File: config.mk
export PLATFORM = sky130hd
export DESIGN_NAME = layer_select_fsm
export DESIGN_NICKNAME = d
export VERILOG_FILES = /design/src/rtl/layer_pkg.sv /design/src/rtl/layer_select_fsm_rise_detect.sv /design/src/rtl/layer_select_fsm.sv
export SDC_FILE = /design/constraint.sdc
export NUM_CORES = 1
export LEC_CHECK = 0
export ABC_AREA = 1
export CAP_MARGIN = 20
export CORE_AREA = 3 3 40 42
export DETAILED_ROUTE_END_ITERATION = 10
export DIE_AREA = 0 0 43 45
export PLACE_DENSITY = 0.76
export SETUP_SLACK_MARGIN = 0.5
export SYNTH_ARGS = -nofsm -noshare
export SYNTH_HDL_FRONTEND = slang
export SYNTH_SLANG_ARGS = --single-unit
File: constraint.sdc
create_clock -name clk -period 3.3 [get_ports clk]
set_input_delay 0.495 -clock clk [delete_from_list [all_inputs] [get_ports clk]]
set_output_delay 0.495 -clock clk [all_outputs]
set_load 0.1 [all_outputs]
File: src/rtl/layer_pkg.sv
// Shared types and helpers for the layer selector: layer limits, FSM state
// encoding, and a lowest-set-bit priority encoder.
package layer_pkg;

    localparam int MAX_LAYERS = 16;
    localparam int MAX_IDX_W  = $clog2(MAX_LAYERS);

    typedef enum logic {
        LATCHED   = 1'b0,
        MOMENTARY = 1'b1
    } layer_state_e;

    // Lowest index wins when several select bits are set; all-zero maps to 0.
    function automatic logic [MAX_IDX_W-1:0] lowest_set_idx(input logic [MAX_LAYERS-1:0] v);
        logic [MAX_IDX_W-1:0] idx;
        idx = '0;
        for (int i = MAX_LAYERS - 1; i >= 0; i--) begin
            if (v[i]) idx = MAX_IDX_W'(i);
        end
        return idx;
    endfunction

endpackage

File: src/rtl/layer_select_fsm_rise_detect.sv
// Registered rising-edge detector for a level button. A button still held
// when reset releases must be seen low once before it can produce an edge.
module rise_detect (
    input  logic clk,
    input  logic resetn,
    input  logic d,
    output logic rise
);

    logic d_q;
    logic armed;

    // NOTE: state registers use non-blocking assignments so every flop samples
    // pre-edge values; the reset is in the sensitivity list to make it asynchronous.
    always_ff @(posedge clk or negedge resetn) begin
        if (!resetn) begin
            d_q   <= 1'b0;
            armed <= 1'b0;
        end else begin
            d_q <= d;
            if (!d) armed <= 1'b1;
        end
    end

    assign rise = d & ~d_q & armed;

endmodule

File: src/rtl/layer_select_fsm.sv
// Keyboard-style layer selector: direct select and step buttons move a latched
// base layer; with LAYER_SEL_MOMENTARY_EN defined, held mom_req bits override it.
module layer_select_fsm
    import layer_pkg::*;
#(
    parameter  int NUM_LAYERS = 3,
    parameter  int WRAP       = 1,
    localparam int IDX_W      = ($clog2(NUM_LAYERS) > 1) ? $clog2(NUM_LAYERS) : 1
) (
    input  logic                  clk,
    input  logic                  resetn,
    input  logic [NUM_LAYERS-1:0] req,
    input  logic                  step_up,
    input  logic                  step_dn,
    input  logic [NUM_LAYERS-1:0] mom_req,
    output logic [NUM_LAYERS-1:0] layer_onehot,
    output logic [IDX_W-1:0]      layer_idx,
    output logic [IDX_W-1:0]      base_idx,
    output logic                  changed
);

    localparam logic [IDX_W-1:0] TOP_IDX = IDX_W'(NUM_LAYERS - 1);

    logic             up_rise;
    logic             dn_rise;
    logic [IDX_W-1:0] base_d;
    logic [IDX_W-1:0] layer_d;

    rise_detect u_up_detect (
        .clk    (clk),
        .resetn (resetn),
        .d      (step_up),
        .rise   (up_rise)
    );

    rise_detect u_dn_detect (
        .clk    (clk),
        .resetn (resetn),
        .d      (step_dn),
        .rise   (dn_rise)
    );

    // NOTE: every always_comb output gets a default first so no path leaves it
    // unassigned, which would otherwise infer a latch.
    always_comb begin
        base_d = base_idx;
        if (req != '0) begin
            base_d = IDX_W'(lowest_set_idx(MAX_LAYERS'(req)));
        end else if (up_rise && !dn_rise) begin
            if (base_idx != TOP_IDX) base_d = base_idx + IDX_W'(1);
            else if (WRAP != 0)      base_d = '0;
        end else if (dn_rise && !up_rise) begin
            if (base_idx != '0)      base_d = base_idx - IDX_W'(1);
            else if (WRAP != 0)      base_d = TOP_IDX;
        end
    end

`ifdef LAYER_SEL_MOMENTARY_EN
    layer_state_e state;
    layer_state_e state_d;

    always_ff @(posedge clk or negedge resetn) begin
        if (!resetn) state <= LATCHED;
        else         state <= state_d;
    end

    always_comb begin
        state_d = state;
        case (state)
            LATCHED:   if (mom_req != '0) state_d = MOMENTARY;
            MOMENTARY: if (mom_req == '0) state_d = LATCHED;
            default:   state_d = LATCHED;
        endcase
    end

    // Output follows the state being entered so a press shows after one edge,
    // and a release lands on the base value written at that same edge.
    always_comb begin
        layer_d = base_d;
        if (state_d == MOMENTARY) layer_d = IDX_W'(lowest_set_idx(MAX_LAYERS'(mom_req)));
    end
`else
    logic unused_mom_req;
    assign unused_mom_req = ^mom_req;

    always_comb begin
        layer_d = base_d;
    end
`endif

    always_ff @(posedge clk or negedge resetn) begin
        if (!resetn) begin
            base_idx     <= '0;
            layer_idx    <= '0;
            layer_onehot <= NUM_LAYERS'(1);
            changed      <= 1'b0;
        end else begin
            base_idx     <= base_d;
            layer_idx    <= layer_d;
            layer_onehot <= NUM_LAYERS'(1) << layer_d;
            changed      <= (layer_d != layer_idx);
        end
    end

endmodule

==> impl_metrics.py <==
metrics = {
    "job": {
        "max-cap-violations": 0,
    },
    "synth": {
        "ys_seq_area_share_pct": 47.52,
        "synth_area_um2": 529.3,
        "ys_seq_elements": 10,
        "syn_avg_cell_area_um2": 8.401,
        "ys_warn_count": 0,
        "postSynthCellCount": 63,
        "ys_types": 17,
        "synth_nets": 76,
    },
    "drt": {
        "via_count": 422,
        "drt-initial-drc-count": 10,
        "drt-total-wl_um": 889,
        "drt_first_pass_iters": 4,
        "antenna_left": 0,
        "drt-wirelength-per-cell_um": 9.457,
        "vias_per_cell": 4.489,
        "drc": 0,
    },
    "clock_network": {
        "clk_latency_ps": 250,
        "clkTransAtPathRegs_ps": 70,
        "ctsHoldBuffers": 0,
        "cts_buffers": 3,
        "cts.sinks": 10,
        "cts_tree": "built",
        "root_buffer": "clkbuf_4",
        "clockBufferDepth": 2,
        "post_cts_buffers": 0,
        "cts_max_level": 1,
        "cts_resized": 0,
    },
    "sta": {
        "rsz0062_at_grt": "false",
        "hold_viol": 0,
        "fin_setup_tns_ps": 0,
        "layout_min_cycle_time_ps": 2340,
        "clock_skew_ps": 5.347,
        "max_freq_mhz": 427.4,
        "whs_ps": 495.2,
        "tightestPinTransition_ps": 965.0,
        "slew_headroom_pct": 35.47,
        "timing.final.crit_share_pct": 70.90,
        "slew_viol_final": 0,
        "fin_ws_ps": 960.2,
        "setup_viol": 0,
    },
    "hold_path": {
        "hold-path-cell-count": 2,
        "hold_start": "u_up_detect.armed",
        "hold_end": "u_up_detect.armed",
        "hold_path.class": "flip-flop to flip-flop",
    },
    "die": {
        "ios": 18,
        "die_height_um": 45,
        "die_area_mm2": 0.001935,
        "initial_utilization_pct": 41.19,
        "die_x_um": 43,
        "fp.coreArea_mm2": 0.001285,
        "rows": 13,
    },
    "power": {
        "powerDensity_mw_per_mm2": 506.0,
        "vdd_drop_max_mv": 0.2653,
        "leakage_nw": 0.3604,
    },
    "global_routing": {
        "antenna_found_initial": 0,
        "first_global_vias": 399,
        "grt_remaining_overflow": 0,
        "grt_first_pass_wirelength_um": 1628,
        "grt_util_all_layers_pct": 11.21,
        "grt_max_degree": 11,
    },
    "cells_and_area": {
        "final_nets": 93,
        "area_growth_pct": 33.57,
        "drive_above_1_share_pct": 17.72,
        "diodes": 0,
        "fin_cells": 94,
        "fin_util_pct": 55.01,
    },
    "placed_design": {
        "port_buffers": 14,
        "dp_slack_ps": 1223,
        "finalWeightedCongestion": 0.6906,
        "placed_cells": 90,
        "hpwlAfterDp_um": 783.9,
    },
    "setup_path": {
        "reg2reg_depth": 12,
        "r2r-start": "base_idx[1]",
        "cp_slowest_cell": "clkdlybuf4s50_1",
        "r2r_slack_ps": 1730,
        "cp_max_fo": 5,
        "worst_ep_arrival_time_ps": 1840,
        "crit_path_cell_trace": "clkdlybuf4s50_1",
        "crit_path_max_incr_delay_ps": 1160,
        "critPathRequiredTime_ps": 2800,
        "endpoint_kind": "primary output",
        "r2r_end": "changed",
        "path_buf_inv": 1,
        "startpoint": "base_idx[1]",
        "crit_type": "flip-flop to primary output",
        "critPathLaunchType": "flip-flop",
        "crit_family": "buffers and inverters",
    },
    "status": {
        "outcome": "completed",
    },
}
-- synth_stat cells, drive strengths merged --
library cell  count  share of area, %
a21oi             1              0.94
buf               2               2.8
dfrtp             9                43
dfstp             1               5.0
ha                3               7.1
inv              12               8.5
nand2            18                16
nand3             9               9.5
nand3b            1               1.4
nor2              5               4.5
nor3              1              0.94
or2               1               1.2
-- metal layers --
metal | wire (µm) | vias up | global-route usage (%)
met3 | 34 | 0 | 3.984
met5 | 0 | - | 0
met2 | 466 | 10 | 18.26
met1 | 388 | 190 | 14.00
met4 | 0 | 0 | 3.614
li1 | - | 222 | -
-- tightest hold or removal path, cell delays in order, from the launching register on --
cell and delay [ps]:
dfrtp_1 340, nand2_1 70, nand2_1 50
-- final cells by class --
class	instances	area [µm²]
clock buffer	4	36.28
multi-input combinational	39	217.7
timing repair buffer	14	137.6
tap	15	18.77
inverter	12	45.04
sequential	10	251.5
fill	130	578.1
-- state kept, by name, summed over array words and instances (netlist names) --
name and cells:
u_up_detect.armed 1, u_up_detect.d_q 1, changed 1, u_dn_detect.armed 1, u_dn_detect.d_q 1, layer_onehot 3, base_idx 2
-- logic make-up (layout without fill, tap and decap cells) --
family,Yosys count,after routing,synth area share [%]
DFF,10,10,47.52
buffers and inverters,14,30,11.35
and+or+nand+nor,35,35,33.10
adders and majority gates,3,3,7.093
AOI/OAI and AO/OA,1,1,0.9447
-- how the worst max path moves through the flow --
stage          slack (ps)           end  cells past startpoint
4_1_cts               950   base_idx[1]                      1
2_1_floorplan        1120       changed                     12
5_1_grt               920   base_idx[1]                      1
3_5_place_dp         1220   base_idx[1]                      1
6_report              960   base_idx[1]                      1
3_3_place_gp         1240  layer_idx[1]                      1
-- placed cells by master, fill, tap and decap left out --
| cell | netlist | final |
|---|---|---|
| clkdlybuf4s50_1 | 0 | 13 |
| nor2_1 | 3 | 3 |
| nand3_2 | 1 | 1 |
| nand2_1 | 14 | 14 |
| inv_1 | 11 | 11 |
| clkbuf_8 | 0 | 1 |
| nor3_1 | 1 | 1 |
| a21oi_1 | 1 | 1 |
| ha_1 | 3 | 3 |
| nand3_1 | 8 | 8 |
| nand3b_1 | 1 | 1 |
| inv_2 | 1 | 1 |
| or2_0 | 1 | 1 |
| buf_4 | 2 | 1 |
| nor2_2 | 2 | 2 |
| dfrtp_1 | 9 | 9 |
| clkbuf_4 | 0 | 3 |
| dfstp_2 | 1 | 1 |
| nand2_4 | 1 | 1 |
| nand2_2 | 3 | 3 |
-- power by group --
group / internal [mW] / total [mW] / switching, mW
logic: 0.0302 / 0.115 / 0.0850
clock network: 0.0668 / 0.105 / 0.0384
registers: 0.132 / 0.137 / 0.00490
total: 0.229 / 0.358 / 0.128
-- per-stage QoR --
stage	total power [mW]	cell area, µm²
final	0.3577	706.9
after global routing	0.3768	706.9
after CTS	0.3641	706.9
after detailed placement	0.2562	670.6
after global placement	0.2540	670.6
after floorplan	0.2263	529.3
Power figures use the tool's default switching activity.
